==> src/rtl/bus_drvr_fifo.sv <==
// Per-driver port buffer: TX FIFO toward the bus arbiter (pndng/pop/D_pop),
// RX FIFO from the arbiter (push/D_push). Both first-word-fall-through.
module bus_drvr_fifo #(
  parameter int bits  = 32,
  parameter int depth = 8,
  localparam int cw   = $clog2(depth) + 1
) (
  input  logic            clk,
  input  logic            reset,
  // client -> TX FIFO
  input  logic            tx_valid,
  output logic            tx_ready,
  input  logic [bits-1:0] tx_data,
  // TX FIFO -> arbiter
  output logic            pndng,
  input  logic            pop,
  output logic [bits-1:0] D_pop,
  // arbiter -> RX FIFO
  input  logic            push,
  input  logic [bits-1:0] D_push,
  // RX FIFO -> client
  output logic            rx_valid,
  input  logic            rx_ready,
  output logic [bits-1:0] rx_data,
  // status
  input  logic            clr_ovf,
  output logic            rx_ovf,
  output logic            pop_err,
  output logic [cw-1:0]   tx_count,
  output logic [cw-1:0]   rx_count
);

  localparam int aw = cw - 1;
  localparam logic [cw-1:0] depth_c = cw'(depth);

  // Pointers carry one extra MSB so that wptr - rptr spans 0..depth.
  logic [cw-1:0]   r_tx_wptr, r_tx_rptr;
  logic [cw-1:0]   r_rx_wptr, r_rx_rptr;
  logic            r_rx_ovf, r_pop_err;
  logic [bits-1:0] r_tx_mem [depth];
  logic [bits-1:0] r_rx_mem [depth];

  logic w_tx_wr, w_tx_rd, w_rx_wr, w_rx_rd, w_rx_full, w_rx_drop;

  // Occupancy and status come purely from registered pointers.
  assign tx_count  = r_tx_wptr - r_tx_rptr;
  assign rx_count  = r_rx_wptr - r_rx_rptr;
  assign tx_ready  = (tx_count != depth_c);
  assign pndng     = (tx_count != '0);
  assign rx_valid  = (rx_count != '0);
  assign w_rx_full = (rx_count == depth_c);
  assign rx_ovf    = r_rx_ovf;
  assign pop_err   = r_pop_err;

  // Fall-through heads addressed by the registered read pointers.
  assign D_pop   = r_tx_mem[r_tx_rptr[aw-1:0]];
  assign rx_data = r_rx_mem[r_rx_rptr[aw-1:0]];

  // Accepted transfers; a full RX still takes a push if the client reads
  // in the same cycle, otherwise the word is dropped.
  assign w_tx_wr   = tx_valid && tx_ready;
  assign w_tx_rd   = pop && pndng;
  assign w_rx_rd   = rx_ready && rx_valid;
  assign w_rx_wr   = push && (!w_rx_full || w_rx_rd);
  assign w_rx_drop = push && !w_rx_wr;

  // Pointer and sticky-flag state; reset overrides every same-cycle transfer.
  always_ff @(posedge clk) begin
    if (reset) begin
      r_tx_wptr <= '0;
      r_tx_rptr <= '0;
      r_rx_wptr <= '0;
      r_rx_rptr <= '0;
      r_rx_ovf  <= 1'b0;
      r_pop_err <= 1'b0;
    end else begin
      if (w_tx_wr) r_tx_wptr <= r_tx_wptr + 1'b1;
      if (w_tx_rd) r_tx_rptr <= r_tx_rptr + 1'b1;
      if (w_rx_wr) r_rx_wptr <= r_rx_wptr + 1'b1;
      if (w_rx_rd) r_rx_rptr <= r_rx_rptr + 1'b1;
      if (pop && !pndng) r_pop_err <= 1'b1;
      // a new overflow wins over a same-cycle clear
      if (w_rx_drop)    r_rx_ovf <= 1'b1;
      else if (clr_ovf) r_rx_ovf <= 1'b0;
    end
  end

  // Storage arrays are never reset; only accepted writes touch them.
  always_ff @(posedge clk) begin
    if (w_tx_wr && !reset) r_tx_mem[r_tx_wptr[aw-1:0]] <= tx_data;
    if (w_rx_wr && !reset) r_rx_mem[r_rx_wptr[aw-1:0]] <= D_push;
  end

endmodule

==> config.mk <==
export PLATFORM = sky130hd
export DESIGN_NAME = bus_drvr_fifo
export DESIGN_NICKNAME = d
export VERILOG_FILES = /design/src/rtl/bus_drvr_fifo.sv
export SDC_FILE = /design/constraint.sdc
export NUM_CORES = 1
export LEC_CHECK = 0
export BUFFER_PORTS_ARGS = -buffer_cell sky130_fd_sc_hd__clkbuf_2
export CAP_MARGIN = 5
export CORE_MARGIN = 2
export CORE_UTILIZATION = 64
export CTS_CLUSTER_DIAMETER = 150
export CTS_CLUSTER_SIZE = 10
export DETAILED_ROUTE_END_ITERATION = 10
export PLACE_DENSITY = 0.84
export SLEW_MARGIN = 10
export SYNTH_ARGS = -nofsm -noshare
export SYNTH_HDL_FRONTEND = slang
export SYNTH_SLANG_ARGS = --single-unit
==> constraint.sdc <==
create_clock -name clk -period 6.8 [get_ports clk]
set_clock_uncertainty 0.05 [all_clocks]
set_input_delay 0.68 -clock clk [delete_from_list [all_inputs] [get_ports clk]]
set_output_delay 0.68 -clock clk [all_outputs]
set_load 0.01 [all_outputs]
==> results.yml, run 1 <==
clock_tree:
  clock_path_buffers: 3
  cts_setup_buffers: 0
  htreeDepth: 2
  cts_tree: "yes"
  ctsHoldBuffers: 0
  cts-root-buf: "clkbuf_16"
  cts.sinks: 536
  cts_made_buffers: 59
  postCtsResizedCells: 0
  insertion_delay_ns: 0.58
  clkTransAtPathRegs_ns: 0.06
routing:
  drc: 0
  initialDrtViolationCount: 1000
  vias_per_cell: 6.60
  dr_total_vias: 10100
  drt_wl_total_mm: 43.5
  firstDrtPassIters: 5
  wire_per_inst_um: 28.5
  drtAntennaViolNets: 0
sta:
  grt_setup_unrepaired: "no"
  worstMarginPinSlew_ns: 1.23
  max_clock_freq_ghz: 0.257
  setup_tns_ns: 0
  timing.slew.headroom: 0.181
  fin_crit_sh: 0.572
  slew_viol_final: 0
  finalCriticalPeriod_ns: 3.89
  setup_violations: 0
  hold_viol: 0
setup_path:
  slowest_delay_ns: 0.83
  cp_data_arrival_time_ns: 3.16
  path_class: "register to primary output"
  endpoint_kind: "primary output"
  cpLargestDelayFamily: "multiplexers"
  required_ns: 6.07
  cp_max_fo: 36
  worst-path-buf-inv: 2
  start_kind: "register"
  cpMaxStageDelayCell: "dfxtp_4"
  crit_chain: "buf_4 -> mux4_2 -> mux2_2 -> clkbuf_2"
job:
  maxCapViolCount: 0
cells_and_area:
  area.growth.synth_to_final_pct: 14.4
  stdcell_area_um2: 23600
  drive_above_1_share: 0.400
  finalNetCount: 1182
  layoutNonFillerInstCount: 1529
  final_cell_mix: "512 x edfxtp_1, 147 x clkbuf_2, 128 x mux4_2, 64 x mux2_2, 62 x clkbuf_16"
  layout_commonest_cell: "edfxtp_1"
placed_design:
  placed_cells: 1440
  gp_congestion: 0.781
  dpl_cell_area_um2: 21900
  dpl.hpwl_mm: 21.5
  port_buffers: 147
floorplan:
  die-area_um2: 33600
  die_x_um: 183
  die_h_um: 183
  pin_count: 148
  rows: 65
  core_area_um2: 31600
  start_util: 0.651
synth:
  seq_area_frac_synth: 0.770
  ys_warn_count: 0
  synth_cells: 915
  yosys.cell_types.count: 43
  syn-mean-instance-area_um2: 22.5
  syn_nets: 998
  async_flop_share: 0
  synth_edf_count: 512
  ys_seq_elements: 536
  synth.cell_area_um2: 20600
  synthTopCellsByArea: "edfxtp_1 75%, mux4_2 14%, mux2_2 3.5%"
  synth_top_area_share: 0.746
  yosysTopAreaCell: "edfxtp_1"
  synth-main-ff-cell: "edfxtp_1"
power_and_ir_drop:
  p_per_area_nw_per_um2: 369
  leakagePower_uw: 0.00764
  total_power_uw: 8690
  vdd_drop_max_mv: 0.377
global_routing:
  grt_pass1_vias: 10600
  grt_overflow: 0
  grt_max_degree: 65
  grt_usage: 0.268
  grt_pass1_wl_mm: 65.4
  grt_antenna_before_repair: 4
run_status:
  outcome: "completed"
hold_path:
  hp-class: "primary input to register"
[synthesized netlist by cell type (4+ instances only)]
master    count
nand4_1       6
edfxtp_1    512
buf_1         4
mux4_2      128
nor3_1       14
a21oi_1      11
nor2_1       24
ha_1         10
or3_1         5
xnor2_1       4
clkbuf_1     21
xor2_1        6
buf_2        14
dfxtp_1      24
inv_1        14
mux2_2       64
nand2_1      10
nand3_1       5
[flip-flops by register name, indices dropped and copies added, names as in the netlist, named ones only]
register / cells
pop_err: 1
r_rx_mem: 256
r_rx_rptr: 4
r_rx_wptr: 4
r_tx_mem: 256
r_tx_rptr: 4
r_tx_wptr: 4
rx_ovf: 1
[kinds of logic after synthesis]
group                    Yosys count  synth area share
flip-flops                       536             0.770
XOR/XNOR                          10           0.00425
multiplexers                     197             0.178
AO/OA/AOI/OAI                     26            0.0101
adder cells (fa/ha/maj)           12           0.00802
buffers and inverters             55            0.0109
AND/OR/NAND/NOR                   79            0.0196
[area by class of cell]
cell class | count | area [µm²]
diodes | 4 | 10.0
clock buffers | 84 | 1630
clock inverters | 1 | 20.0
fillers | 1614 | 8070
inverters | 16 | 60.1
multi-input cells | 324 | 4620
flip-flops and latches | 536 | 15900
well taps | 402 | 503
repair buffers | 162 | 848
[per-layer routing]
layer / vias to the layer above / routed length (µm) / global-route usage
li1: 4193 / - / -
met1: 5246 / 16500 / 0.366
met2: 560 / 22300 / 0.439
met3: 98 / 3170 / 0.0464
met4: 0 / 1500 / 0.110
met5: - / 0 / 0
[per-stage QoR]
| stage | setup WS, ns | utilization | hold WS (ns) |
|---|---|---|---|
| 2_1_floorplan | 2.11 | - | 0.436 |
| 3_3_place_gp | 3.23 | 0.692 | 0.405 |
| 6_report | 2.91 | 0.745 | 0.333 |
| 3_5_place_dp | 3.05 | 0.692 | 0.430 |
| 4_1_cts | 2.79 | 0.745 | 0.304 |
| 5_1_grt | 2.68 | 0.745 | 0.321 |
[worst reg2reg max path, stage by stage, from the launching register on]
cell	delay [ns]
dfxtp_1	0.38
inv_1	0.15
ha_1	0.18
inv_1	0.05
fa_1	0.37
xor2_1	0.42
nor3_1	0.17
o21ai_2	0.15
nand4_1	0.38
nor2_4	1.04
[where the power goes]
part           leakage (µW)  switching (µW)  internal, µW
combinational       0.00202             997           915
clock              0.000800            1190          1640
sequential          0.00482             149          3810
total               0.00764            2330          6360
[path summary, 6_finish.rpt]
check,from,endpoint,slack (ns),depth (start not counted)
setup / recovery,register,D_pop[21],2.91,4
hold / removal,D_push[19],r_rx_mem[0][19],0.33,1
setup reg to reg,r_rx_wptr[0],r_rx_mem[3][19],3.02,9
hold reg to reg,pop_err,pop_err,0.45,2
Power figures use the tool's default switching activity.
==> run 2: changes to the inputs <==
Settings changed: CORE_UTILIZATION 64 to 60, PLACE_DENSITY 0.84 to 0.79.
Clock period 6.8 ns to 3.8 ns, I/O delays scaled along.
==> results.yml, run 2 (synthesized netlist as in run 1, its figures left out) <==
sta:
  timing.slew.headroom: 0.313
  hold_viol: 0
  setup_violations: 0
  setup_ws_ns: 0.480
  slew_viol_final: 0
  worstMarginPinSlew_ns: 1.03
  grt_setup_unrepaired: "no"
  fin_crit_sh: 0.874
  max_clock_freq_ghz: 0.301
  finalCriticalPeriod_ns: 3.32
routing:
  drtAntennaViolNets: 0
  vias_per_cell: 6.29
  top_layer: "met4"
  met3_length_mm: 3.12
  m1WireLength_mm: 16.6
  dr_total_vias: 10000
  drt_wl_total_mm: 42.8
  drc: 0
  firstDrtPassIters: 5
  initialDrtViolationCount: 1025
  wl_met2_mm: 21.7
  wire_per_inst_um: 26.9
setup_path:
  cp_max_fo: 32
  reg2reg_from: "r_tx_wptr[1]"
  crit_chain: "ha_1 -> a21oi_1 -> and3_1 -> o21ai_2 -> nand3_1 -> nor3_4 -> buf_4"
  required_ns: 3.95
  crit_start: "r_tx_wptr[1]"
  cpMaxStageDelayCell: "dfxtp_1"
  slowest_delay_ns: 0.74
  start_kind: "register"
  path_class: "register to register"
  endpoint_kind: "register"
  cp_data_arrival_time_ns: 3.47
cells_and_area:
  layout_commonest_cell: "edfxtp_1"
  layoutNonFillerInstCount: 1591
  stdcell_area_um2: 23900
  final_cell_mix: "512 x edfxtp_1, 147 x clkbuf_2, 128 x mux4_2, 64 x mux2_2, 59 x clkbuf_16"
  multi_input_area_um2: 4660
  drive_above_1_share: 0.404
  seqCellArea_um2: 15900
  finalNetCount: 1195
  area.growth.synth_to_final_pct: 15.9
  fillers: 1888
power_and_ir_drop:
  switchingPower_uw: 4200
  p_int_uw: 11400
  p_per_area_nw_per_um2: 653
  total_power_uw: 15600
  combPwrFrac: 0.223
  pwr-share-clk: 0.322
  leakagePower_uw: 0.00773
  vdd_drop_max_mv: 0.513
  power_frac_seq: 0.455
  swShare: 0.269
clock_tree:
  clock_path_buffers: 3
  postCtsResizedCells: 0
  cts.sinks: 536
  ctsHoldBuffers: 2
  cts_setup_buffers: 0
  clkTransAtPathRegs_ns: 0.06
  cts-root-buf: "clkbuf_16"
  insertion_delay_ns: 0.58
  cts_made_buffers: 59
  htreeDepth: 2
  cts_tree: "yes"
placed_design:
  port_buffers: 147
  pre_cts_slack_ns: 0.580
  dpl.hpwl_mm: 21.9
  gp_congestion: 0.827
  placed_cells: 1497
  dpl_cell_area_um2: 22200
job:
  maxCapViolCount: 0
global_routing:
  grt_pass1_wl_mm: 64.6
  grt_overflow: 0
  grt_max_degree: 58
  grt_pass1_vias: 10500
  grt_usage: 0.244
  grt_antenna_before_repair: 6
floorplan:
  core_area_um2: 33700
  rows: 67
  die_h_um: 189
  start_util: 0.611
  die_x_um: 189
  pin_count: 148
  die-area_um2: 35800
run_status:
  outcome: "completed"
hold_path:
  hold_path.startpoint: "D_push[6]"
  hp-class: "primary input to register"
-- run 2: cell types whose count changed in the layout (fill, tap and decap cells not counted) --
cell / delta
clkinv_16: +2
clkbuf_1: +2
clkbuf_16: -3
bufinv_16: +1
nor3_2: -6
buf_12: +9
nor3_4: +6
buf_4: +2
dlygate4sd3_1: +2
diode_2: +2
inv_16: -1
-- run 2: power by group through the flow --
stage | combinational [µW] | sequential [µW] | clock, µW
2_1_floorplan | 2460 | 7010 | 0
3_3_place_gp | 3390 | 7180 | 0
3_5_place_dp | 3450 | 7200 | 0
4_1_cts | 3530 | 7100 | 5090
5_1_grt | 3730 | 7130 | 5300
6_report | 3480 | 7090 | 5020
-- run 2: cell type report --
class | count | share of cell area
well taps | 448 | 0.0235
repair buffers | 175 | 0.0445
clock inverters | 3 | 0.00377
diodes | 6 | 0.000629
inverters | 16 | 0.00251
multi-input cells | 324 | 0.195
clock buffers | 83 | 0.0656
flip-flops and latches | 536 | 0.664
-- run 2: critical path, delay by kind of cell, from the launching register on --
| family | cells | cell delay, ns |
|---|---|---|
| and+or+nand+nor | 3 | 0.97 |
| DFF | 1 | 0.74 |
| buffers and inverters | 1 | 0.50 |
| AOI/OAI and AO/OA | 2 | 0.40 |
| adders and majority gates | 1 | 0.25 |
-- run 2: metal layers --
metal / GRT usage / vias to the layer above
met3: 0.0439 / 93
met1: 0.337 / 5202
li1: - / 4217
met4: 0.0877 / 0
met5: 0 / -
met2: 0.398 / 490
-- run 2: per-stage QoR --
stage	util	hold slack (ns)	TNS [ns]
3_3_place_gp	0.658	0.410	0
2_1_floorplan	-	0.429	-59.32
4_1_cts	0.708	0.00249	0
5_1_grt	0.709	0.0163	0
6_report	0.709	0.0216	0
3_5_place_dp	0.658	0.412	0
-- run 2: final timing paths --
kind	endpoint	slack (ns)	cells after the start
worst min register to register	pop_err	0.42	2
worst max-delay path	r_tx_mem[4][29]	0.48	7
worst max register to register	r_tx_mem[4][29]	0.48	7
worst min-delay path	r_rx_mem[1][6]	0.02	1
==> run 3: changes to the inputs <==
Settings changed: ABC_AREA from default to 1, PLACE_DENSITY 0.79 to default, PLACE_DENSITY_LB_ADDON from default to 0.08.
==> results.yml, run 3 <==
power_and_ir_drop:
  switchingPower_uw: 4700
  p_int_uw: 10900
  p_per_area_nw_per_um2: 640
  vdd_drop_max_mv: 0.449
  total_power_uw: 15600
  power_frac_seq: 0.448
  leakagePower_uw: 0.00858
  pwr-share-clk: 0.318
  swShare: 0.301
  combPwrFrac: 0.234
routing:
  firstDrtPassIters: 5
  dr_total_vias: 13400
  initialDrtViolationCount: 892
  vias_per_cell: 5.79
  drc: 0
  wire_per_inst_um: 19.5
  drtAntennaViolNets: 0
  drt_wl_total_mm: 45.0
placed_design:
  dpl_cell_area_um2: 22600
  dpl.hpwl_mm: 24.9
  placed_cells: 2206
  gp_congestion: 0.844
  port_buffers: 147
clock_tree:
  clkTransAtPathRegs_ns: 0.05
  cts-root-buf: "clkbuf_16"
  insertion_delay_ns: 0.60
  cts_made_buffers: 59
  cts.sinks: 536
  clock_path_buffers: 3
  cts_tree: "yes"
  htreeDepth: 2
synth:
  syn_nets: 1747
  synth.cell_area_um2: 21400
  post-synth-top-count-cell: "edfxtp_1"
  synthTopCellsByArea: "edfxtp_1 72%, nor2_1 7.2%, o32ai_1 5.2%"
  async_flop_share: 0
  syn-mean-instance-area_um2: 12.9
  synth_commonest_cells: "512 x edfxtp_1, 412 x nor2_1, 244 x nand2_1"
  synth_edf_count: 512
  ys_warn_count: 0
  synth_cells: 1664
  ys_seq_elements: 536
  yosysTopAreaCell: "edfxtp_1"
  synth_top_area_share: 0.719
  seq_area_frac_synth: 0.741
  yosys.cell_types.count: 27
  synth-main-ff-cell: "edfxtp_1"
global_routing:
  grt_use_met2: 0.429
  grt_pass1_vias: 13200
  grtUsageMet1: 0.317
  grt_use_met3: 0.0351
  grt_usage: 0.246
  grt.busiest_layer: "met2"
  grt_pass1_wl_mm: 70.1
  grt_antenna_before_repair: 2
  grt_max_degree: 129
  grt_overflow: 0
cells_and_area:
  final_cell_mix: "512 x edfxtp_1, 402 x nor2_1, 244 x nand2_1, 147 x clkbuf_2"
  seqCellArea_um2: 15900
  finalNetCount: 1908
  layoutNonFillerInstCount: 2312
  multi_input_area_um2: 4950
  stdcell_area_um2: 24400
  drive_above_1_share: 0.153
  layout_commonest_cell: "edfxtp_1"
  fillers: 2478
  postLayoutCoreUtil: 0.691
  area.growth.synth_to_final_pct: 14.1
job:
  maxCapViolCount: 0
setup_path:
  cpLargestDelayFamily: "simple AND/OR/NAND/NOR gates"
  cp_data_arrival_time_ns: 3.29
  path_class: "register to register"
  cpMaxStageDelayCell: "fa_1"
  cp_max_fo: 32
  endpoint_kind: "register"
  slowest_delay_ns: 0.50
  crit_chain: "inv_1 -> ha_1 -> inv_1 -> fa_1 -> nor2_1 -> nand3_1 -> nor2_2 -> nand3_2 -> nand3_2 -> nor3_2 -> buf_4"
  worst-path-buf-inv: 3
  required_ns: 3.97
  start_kind: "register"
sta:
  finalCriticalPeriod_ns: 3.12
  slew_viol_final: 0
  setup_tns_ns: 0
  worstMarginPinSlew_ns: 0.759
  grt_setup_unrepaired: "no"
  timing.slew.headroom: 0.493
  setup_violations: 0
  fin_crit_sh: 0.821
  hold_viol: 0
  max_clock_freq_ghz: 0.321
run_status:
  outcome: "completed"
floorplan:
  die_x_um: 193
  start_util: 0.606
  core_area_um2: 35300
  rows: 69
  die-area_um2: 37200
  die_h_um: 193
  pin_count: 148
hold_path:
  hp-class: "primary input to register"
[run 3: power by group through the flow]
stage	clock network, µW	logic (µW)	registers (µW)
after floorplan	0	2660	6920
after global placement	0	3570	7110
after detailed placement	0	3650	7120
after CTS	5030	3690	7000
after global routing	5250	4090	7040
final	4960	3650	7000
[run 3: path summary, 6_finish.rpt]
kind,start,endpoint,slack (ns),cells after the start
worst max-delay path,r_rx_wptr[0],r_rx_mem[0][17],0.68,11
worst min-delay path,D_push[27],r_rx_mem[5][27],0.02,1
worst max register to register,r_rx_wptr[0],r_rx_mem[0][17],0.68,11
worst min register to register,pop_err,pop_err,0.41,2
[run 3: stage by stage]
stage | setup WS, ns | hold slack, ns
floorplan | -0.611 | 0.399
global placement | 0.810 | 0.391
detailed placement | 0.732 | 0.404
CTS | 0.683 | 0.000789
global route | 0.447 | 0.0150
finish | 0.680 | 0.0188
[run 3: cell families (layout without fill, tap and decap cells)]
| logic type | Yosys count | count (layout) | synth area share |
|---|---|---|---|
| buffers and inverters | 133 | 318 | 0.0322 |
| adder cells (fa/ha/maj) | 12 | 12 | 0.00772 |
| other | 0 | 2 | 0 |
| flip-flops | 536 | 536 | 0.741 |
| XOR/XNOR | 8 | 8 | 0.00328 |
| AND/OR/NAND/NOR | 706 | 706 | 0.130 |
| AO/OA/AOI/OAI | 269 | 269 | 0.0854 |
[run 3: per-layer routing]
metal | up-vias | share of wire | wire, µm
li1 | 6341 | - | -
met4 | 0 | 0.023 | 1060
met3 | 76 | 0.062 | 2780
met2 | 460 | 0.51 | 23100
met5 | - | 0 | 0
met1 | 6507 | 0.40 | 18100
[run 3: what timing repair did]
item,CTS,global route
gates resized for setup,0,0
setup buffers,0,0
hold buffers,19,0
endpoints found under the hold margin,122,0
endpoints found under the setup margin,0,0
[run 3: area by class of cell]
type,count,share of cell area
sequential,536,0.651
multi-input combinational,995,0.203
clock buffer,83,0.0660
timing repair buffer,201,0.0508
tap,461,0.0236
inverter,32,0.00503
clock inverter,2,0.00103
antenna,2,0.000205
